--- src/rtl/uart_pkg.sv ---
// Shared definitions for the UART transmit path: arbiter states, grant codes
// and the protocol bytes used by the command FSM.
package uart_pkg;

  typedef enum logic [2:0] {
    ST_IDLE   = 3'd0,
    ST_LOAD   = 3'd1,
    ST_ACCEPT = 3'd2,
    ST_DRAIN  = 3'd3,
    ST_HOLD   = 3'd4
  } arb_state_t;

  localparam logic [2:0] GRANT_CMD  = 3'd0;
  localparam logic [2:0] GRANT_NONE = 3'd7;

  localparam logic [7:0] ACK = 8'h2A;  // "*"
  localparam logic [7:0] ERR = 8'h21;  // "!"

endpackage

--- src/rtl/sync_byte_fifo.sv ---
// Small show-ahead byte FIFO; rd_data always presents the head entry.
// A write while full is accepted only when a read frees a slot in the same cycle.
module sync_byte_fifo #(
  parameter int DEPTH = 4  // power of 2, at least 2
) (
  input  logic       clk,
  input  logic       rst,
  input  logic       wr_en,
  input  logic [7:0] wr_data,
  input  logic       rd_en,
  output logic [7:0] rd_data,
  output logic       full,
  output logic       empty
);

  localparam int AW = $clog2(DEPTH);

  logic [7:0]  mem [DEPTH];
  logic [AW:0] wr_ptr_reg;
  logic [AW:0] rd_ptr_reg;
  logic        do_wr;
  logic        do_rd;

  // Extra pointer MSB distinguishes full from empty when the indices match.
  assign empty   = (wr_ptr_reg == rd_ptr_reg);
  assign full    = (wr_ptr_reg[AW] != rd_ptr_reg[AW]) &&
                   (wr_ptr_reg[AW-1:0] == rd_ptr_reg[AW-1:0]);
  assign do_rd   = rd_en && !empty;
  assign do_wr   = wr_en && (!full || do_rd);
  assign rd_data = mem[rd_ptr_reg[AW-1:0]];

  always_ff @(posedge clk) begin
    if (do_wr) begin
      mem[wr_ptr_reg[AW-1:0]] <= wr_data;
    end
  end

  always_ff @(posedge clk or posedge rst) begin
    if (rst) begin
      wr_ptr_reg <= '0;
      rd_ptr_reg <= '0;
    end else begin
      if (do_wr) wr_ptr_reg <= wr_ptr_reg + 1'b1;
      if (do_rd) rd_ptr_reg <= rd_ptr_reg + 1'b1;
    end
  end

endmodule

--- src/rtl/uart_tx_arbiter.sv ---
// Shares one UART transmitter between a FIFO-buffered command byte source and
// NUM_REQ burst-locked valid/ready requesters, one byte in flight at a time.
module uart_tx_arbiter
  import uart_pkg::*;
#(
  parameter int NUM_REQ        = 2,
  parameter int CMD_FIFO_DEPTH = 4,
  parameter int HOLD_TIMEOUT   = 1023
) (
  input  logic                 clk,
  input  logic                 rst,
  input  logic [7:0]           cmd_tx_data,
  input  logic                 cmd_tx_wr,
  output logic                 cmd_overflow,
  input  logic [8*NUM_REQ-1:0] req_data,
  input  logic [NUM_REQ-1:0]   req_valid,
  input  logic [NUM_REQ-1:0]   req_last,
  output logic [NUM_REQ-1:0]   req_ready,
  output logic [7:0]           tx_data,
  output logic                 tx_wr,
  input  logic                 tx_busy,
  output logic [2:0]           grant_id,
  output logic                 lock_broken
);

  localparam int HW = $clog2(HOLD_TIMEOUT + 1);

  arb_state_t    state_reg, state_next;
  logic [2:0]    grant_reg, grant_next;
  logic [1:0]    rr_reg, rr_next;
  logic [HW-1:0] hold_cnt_reg, hold_cnt_next;
  logic          accept_cnt_reg, accept_cnt_next;
  logic          last_reg, last_next;
  logic [7:0]    tx_data_reg, tx_data_next;
  logic          tx_wr_reg, tx_wr_next;
  logic          lock_broken_reg, lock_broken_next;
  logic          overflow_reg;

  logic [7:0] fifo_head;
  logic       fifo_full, fifo_empty, fifo_pop;

  // Requester views padded to four lanes so a 2-bit index never runs off the end.
  logic [7:0] req_bytes [4];
  logic [3:0] valid4, last4;
  logic [1:0] cand_idx [4];
  logic [1:0] gidx, adv_idx, pick_idx;
  logic       pick_found;

  sync_byte_fifo #(.DEPTH(CMD_FIFO_DEPTH)) u_cmd_fifo (
    .clk     (clk),
    .rst     (rst),
    .wr_en   (cmd_tx_wr),
    .wr_data (cmd_tx_data),
    .rd_en   (fifo_pop),
    .rd_data (fifo_head),
    .full    (fifo_full),
    .empty   (fifo_empty)
  );

  generate
    for (genvar gi = 0; gi < 4; gi++) begin : g_lane
      if (gi < NUM_REQ) begin : g_used
        logic [2:0] rot_sum;
        assign rot_sum        = {1'b0, rr_reg} + 3'(gi);
        assign cand_idx[gi]   = (rot_sum >= 3'(NUM_REQ)) ? 2'(rot_sum - 3'(NUM_REQ)) : rot_sum[1:0];
        assign req_bytes[gi]  = req_data[8*gi +: 8];
        assign valid4[gi]     = req_valid[gi];
        assign last4[gi]      = req_last[gi];
        assign req_ready[gi]  = (state_reg == ST_LOAD) && (grant_reg == 3'(gi + 1)) && req_valid[gi];
      end else begin : g_pad
        assign cand_idx[gi]   = 2'd0;
        assign req_bytes[gi]  = 8'd0;
        assign valid4[gi]     = 1'b0;
        assign last4[gi]      = 1'b0;
      end
    end
  endgenerate

  assign gidx    = grant_reg[1:0] - 2'd1;
  assign adv_idx = (gidx == 2'(NUM_REQ - 1)) ? 2'd0 : gidx + 2'd1;

  // Scan from the farthest candidate back so the one nearest the pointer wins.
  always_comb begin
    pick_found = 1'b0;
    pick_idx   = 2'd0;
    for (int k = NUM_REQ - 1; k >= 0; k--) begin
      if (valid4[cand_idx[k]]) begin
        pick_found = 1'b1;
        pick_idx   = cand_idx[k];
      end
    end
  end

  always_comb begin
    state_next       = state_reg;
    grant_next       = grant_reg;
    rr_next          = rr_reg;
    hold_cnt_next    = hold_cnt_reg;
    accept_cnt_next  = accept_cnt_reg;
    last_next        = last_reg;
    tx_data_next     = tx_data_reg;
    tx_wr_next       = 1'b0;
    lock_broken_next = 1'b0;
    fifo_pop         = 1'b0;
    case (state_reg)
      ST_IDLE: begin
        hold_cnt_next = '0;
        // A byte left over from before a reset must finish before the next load.
        if (!tx_busy) begin
          if (!fifo_empty) begin
            grant_next = GRANT_CMD;
            state_next = ST_LOAD;
          end else if (pick_found) begin
            grant_next = {1'b0, pick_idx} + 3'd1;
            state_next = ST_LOAD;
          end
        end
      end
      ST_LOAD: begin
        accept_cnt_next = 1'b0;
        if (grant_reg == GRANT_CMD) begin
          fifo_pop     = 1'b1;
          tx_data_next = fifo_head;
          last_next    = 1'b1;
          tx_wr_next   = 1'b1;
          state_next   = ST_ACCEPT;
        end else if (valid4[gidx]) begin
          tx_data_next = req_bytes[gidx];
          last_next    = last4[gidx];
          tx_wr_next   = 1'b1;
          state_next   = ST_ACCEPT;
        end else begin
          state_next   = ST_HOLD;
        end
      end
      ST_ACCEPT: begin
        if (tx_busy || accept_cnt_reg) state_next = ST_DRAIN;
        else                           accept_cnt_next = 1'b1;
      end
      ST_DRAIN: begin
        if (!tx_busy) begin
          if (grant_reg == GRANT_CMD || last_reg) begin
            if (grant_reg != GRANT_CMD) rr_next = adv_idx;
            grant_next = GRANT_NONE;
            state_next = ST_IDLE;
          end else begin
            hold_cnt_next = '0;
            state_next    = ST_HOLD;
          end
        end
      end
      ST_HOLD: begin
        if (valid4[gidx]) begin
          state_next = ST_LOAD;
        end else if (hold_cnt_reg == HW'(HOLD_TIMEOUT - 1)) begin
          lock_broken_next = 1'b1;
          rr_next          = adv_idx;
          grant_next       = GRANT_NONE;
          state_next       = ST_IDLE;
        end else begin
          hold_cnt_next = hold_cnt_reg + 1'b1;
        end
      end
      default: begin
        grant_next = GRANT_NONE;
        state_next = ST_IDLE;
      end
    endcase
  end

  always_ff @(posedge clk or posedge rst) begin
    if (rst) begin
      state_reg       <= ST_IDLE;
      grant_reg       <= GRANT_NONE;
      rr_reg          <= '0;
      hold_cnt_reg    <= '0;
      accept_cnt_reg  <= 1'b0;
      last_reg        <= 1'b0;
      tx_data_reg     <= '0;
      tx_wr_reg       <= 1'b0;
      lock_broken_reg <= 1'b0;
      overflow_reg    <= 1'b0;
    end else begin
      state_reg       <= state_next;
      grant_reg       <= grant_next;
      rr_reg          <= rr_next;
      hold_cnt_reg    <= hold_cnt_next;
      accept_cnt_reg  <= accept_cnt_next;
      last_reg        <= last_next;
      tx_data_reg     <= tx_data_next;
      tx_wr_reg       <= tx_wr_next;
      lock_broken_reg <= lock_broken_next;
      overflow_reg    <= overflow_reg | (cmd_tx_wr & fifo_full & ~fifo_pop);
    end
  end

  assign tx_data      = tx_data_reg;
  assign tx_wr        = tx_wr_reg;
  assign grant_id     = grant_reg;
  assign lock_broken  = lock_broken_reg;
  assign cmd_overflow = overflow_reg;

endmodule

--- config.mk ---
export PLATFORM = sky130hd
export DESIGN_NAME = uart_tx_arbiter
export DESIGN_NICKNAME = d
export VERILOG_FILES = /design/src/rtl/uart_pkg.sv /design/src/rtl/sync_byte_fifo.sv /design/src/rtl/uart_tx_arbiter.sv
export SDC_FILE = /design/constraint.sdc
export NUM_CORES = 1
export LEC_CHECK = 0
export CAP_MARGIN = 20
export CORE_ASPECT_RATIO = 0.7
export CORE_UTILIZATION = 51
export CTS_BUF_LIST = sky130_fd_sc_hd__clkbuf_4
export CTS_CLUSTER_SIZE = 20
export DETAILED_ROUTE_END_ITERATION = 10
export GPL_ROUTABILITY_DRIVEN = 0
export HOLD_SLACK_MARGIN = 0.15
export MAX_ROUTING_LAYER = met4
export PLACE_DENSITY = 0.78
export SYNTH_ARGS = -nofsm -noshare
export SYNTH_HDL_FRONTEND = slang
export SYNTH_SLANG_ARGS = --single-unit
--- constraint.sdc ---
create_clock -name clk -period 2.85 [get_ports clk]
set_clock_uncertainty 0.15 [all_clocks]
set_input_delay 0.4275 -clock clk [delete_from_list [all_inputs] [get_ports clk]]
set_output_delay 0.4275 -clock clk [all_outputs]
set_load 0.02 [all_outputs]
==> key figures <==
Clock tree
  • Clock Latency Late Sink: approximately 420 ps
  • CTS root buffer: clkbuf_4
  • # clock sinks: 69
  • CTS Hold Bufs: 0
  • H-tree Lvls: 3
  • Worst-path clk slew: between 100 and 150 ps
  • Worst-case clock buffer depth: 2
  • CTS tree: done
  • CTS buffer count: 9

Critical path
  • Crit path kind: register to output pin
  • R2r startpoint: grant_id[1]
  • Worst endpoint required time: between 2000 and 2500 ps
  • Critical path arrival: ~2100 ps
  • Worst Path Max Fanout: 10
  • Worst setup EP type: output pin
  • Startpoint types: register
  • CP Launch Point: state_reg[1]

Finish
  • Fin util: between 60% and 70%
  • Layout cells sized above 1: 13.9%
  • Sequential cell area: between 1500 and 2000 µm²
  • Layout fillers: between 400 and 500
  • Max reg flops: 32
  • Final Non-Filler Cells: 417
  • Diodes inserted: 0
  • Synth-to-layout area growth: 20.7%
  • Fin nets: about 380
  • Multi-input gate area: approximately 1400 µm²

Power
  • Pwr dens: 970 nW/µm²
  • Static Leak: 1.61 nW
  • Worst VDD drop: between 0.0005 and 0.0006 V
  • Power, Total: about 4.0 mW

Yosys
  • Syn Inst Count: roughly 280
  • FF+latch count, synth: between 60 and 70
  • Post-synth EDFFs: 32
  • YS warnings: 0
  • Synthesized area: ~3400 µm²
  • Unique masters post-synth: 53
  • Syn nets: ~320
  • Synth Flop Type: dfrtp_1
  • Synth async-reset ratio: 53.6%
  • Register area share after synthesis: a little under three fifths
  • Synth Area per Inst: 12.2 µm²

Placed design
  • Pre-CTS setup slack: 254 ps
  • Dpl hpwl: 5080 µm
  • IO buf count: 47
  • Dpl cells: 401

STA
  • Final Hold Vio Count: 0
  • Final WS setup: around 190 ps
  • Worst rel slew slack: between 50% and 60%
  • # setup viols final: 0
  • Setup_tns: 0 ps
  • Final Max Tran Viols: 0
  • Period utilisation layout: around 93%
  • Slew at the pin with the worst max-slew slack: roughly 600 ps
  • Fin crit period: 2660 ps
  • Fmax: 376 MHz
  • RSZ-0062 raised after global routing: no

Floorplan
  • Die X: 99.3 µm
  • Total core area: ~6300 µm²
  • Starting Density: between 50 and 60%
  • Num ports: 48
  • Core Rows: 24
  • Die Height: approximately 70 µm
  • Die area: between 6000 and 7000 µm²

Drt
  • Routed vias/inst: between 5 and 6
  • DR vias: approximately 2400
  • WL/cell: roughly 16 µm
  • Highest routed metal layer: met4
  • Final ANT Viol Nets: 0
  • Metal3 WL: 538 µm
  • DR DRC count: 0
  • Starting DRT DRC Count: 180
  • M1 WL: 3250 µm
  • Drt pass-1 iters: 6
  • Final wirelength: roughly 6800 µm
  • Metal2 WL: 2930 µm

Global routing
  • GRT Overall Usage: 22.3%
  • Vias in the first global route: between 2000 and 2500
  • Grt total ovfl: 0
  • First-pass GRT wire length: ~11000 µm
  • Antenna violations before repair: 0
  • Largest net degree at the start of global routing: 38

Hold path
  • Hold Crit Class: input pin to async pin

Job
  • Max Cap Viol: 0

Status
  • Status: finished, final reports clean
-- routing by layer --
layer | track usage, % | vias up
met2 | 29.5 | 98
li1 | - | 1142
met4 | 5.88 | 0
met3 | 6.31 | 6
met5 | - | -
met1 | 33.7 | 1148
-- critical path, cell delays in order, from the launching register on --
cell and delay [ps]:
dfrtp_2 510, or3b_1 480, nor2_1 180, and3_1 170, dlygate4sd2_1 330
-- path summary, 6_finish.rpt --
kind,to,slack [ps],cells past startpoint
min in group clk,cmd_overflow,340,1
min reg2reg,cmd_overflow,340,1
min,hold_cnt_reg[9],250,3
max in group asynchronous,grant_id[0],1950,3
max reg2reg,hold_cnt_reg[6],310,7
max,req_ready[0],190,4
-- where the power goes --
| group | total (mW) | switching, mW | internal (mW) |
|---|---|---|---|
| combinational | 1.81 | 1.01 | 0.796 |
| clock | 0.587 | 0.389 | 0.198 |
| sequential | 1.56 | 0.205 | 1.35 |
| total | 3.96 | 1.61 | 2.35 |
-- area by class of cell --
| cell class | instances | share of cell area [%] |
|---|---|---|
| sequential | 69 | 46.4 |
| multi-input combinational | 189 | 34.0 |
| timing repair buffer | 56 | 13.1 |
| tap | 78 | 2.39 |
| clock buffer | 9 | 1.66 |
| clock inverter | 7 | 1.56 |
| inverter | 9 | 0.828 |
-- cells by family after synthesis --
| group | synth area share (%) |
|---|---|
| AO/OA/AOI/OAI | 12.1 |
| XOR/XNOR | 1.81 |
| adder cells (fa/ha/maj) | 4.81 |
| buffers and inverters | 2.96 |
| flip-flops | 56.0 |
| multiplexers | 9.33 |
| other | 0.111 |
| AND/OR/NAND/NOR | 12.9 |
-- through the flow --
stage	hold WS (ps)	cell area (µm²)
floorplan	312	3380
global placement	310	3950
detailed placement	310	3950
CTS	246	4080
global route	285	4080
finish	249	4080
-- placed cells by master (no fill, tap or decap), types with 2 or more instances in the layout --
| master | instances |
|---|---|
| mux4_2 | 8 |
| dfstp_2 | 3 |
| or3_1 | 7 |
| and2_1 | 6 |
| clkbuf_4 | 9 |
| mux2i_1 | 9 |
| nor2_1 | 24 |
| inv_1 | 9 |
| nand4_1 | 4 |
| ha_1 | 13 |
| clkdlybuf4s50_1 | 45 |
| edfxtp_1 | 32 |
| o31ai_1 | 2 |
| nand3_1 | 6 |
| xnor2_1 | 6 |
| and4_1 | 2 |
| dfrtp_1 | 33 |
| a31o_2 | 2 |
| nor3_1 | 2 |
| nand2_1 | 14 |
| clkinvlp_4 | 2 |
| and3_1 | 5 |
| nor2b_1 | 2 |
| a2bb2oi_1 | 2 |
| inv_6 | 2 |
| inv_8 | 2 |
| a21oi_1 | 29 |
| or4_1 | 2 |
| o21ai_0 | 15 |
| buf_4 | 9 |
| mux2_2 | 3 |
| dlygate4sd2_1 | 2 |
| nand2b_1 | 3 |
| a21boi_0 | 2 |
-- repair_timing --
| item | 4_1_cts | 5_1_grt |
|---|---|---|
| setup endpoints to repair | 2 | 0 |
| gates resized for setup | 3 | 0 |
| hold endpoints to repair | 0 | 0 |
| buffers inserted | 0 | 0 |
-- cell usage after synthesis, types with 2 or more instances --
master,n,area share (%)
mux2_2,3,1.0
or3_1,7,1.3
buf_4,2,0.44
dfrtp_1,34,25
and2_1,6,1.1
edfxtp_1,32,28
o31ai_1,2,0.44
nand3_1,6,0.89
buf_2,2,0.30
buf_6,2,0.67
dfstp_2,3,2.3
ha_1,13,4.8
nand2_1,14,1.6
buf_1,2,0.22
clkbuf_1,3,0.33
nand2b_1,3,0.56
or4_1,2,0.44
nor2_1,24,2.7
inv_1,9,1.0
and3_1,5,0.93
nor2b_1,2,0.37
and4_1,2,0.52
o21ai_0,15,2.2
mux4_2,8,5.3
mux2i_1,9,2.7
a21boi_0,2,0.44
a21oi_1,29,4.3
a31o_2,2,0.52
nand4_1,4,0.74
xnor2_1,6,1.6
a2bb2oi_1,2,0.52
nor3_1,2,0.30
Power figures use the tool's default switching activity.
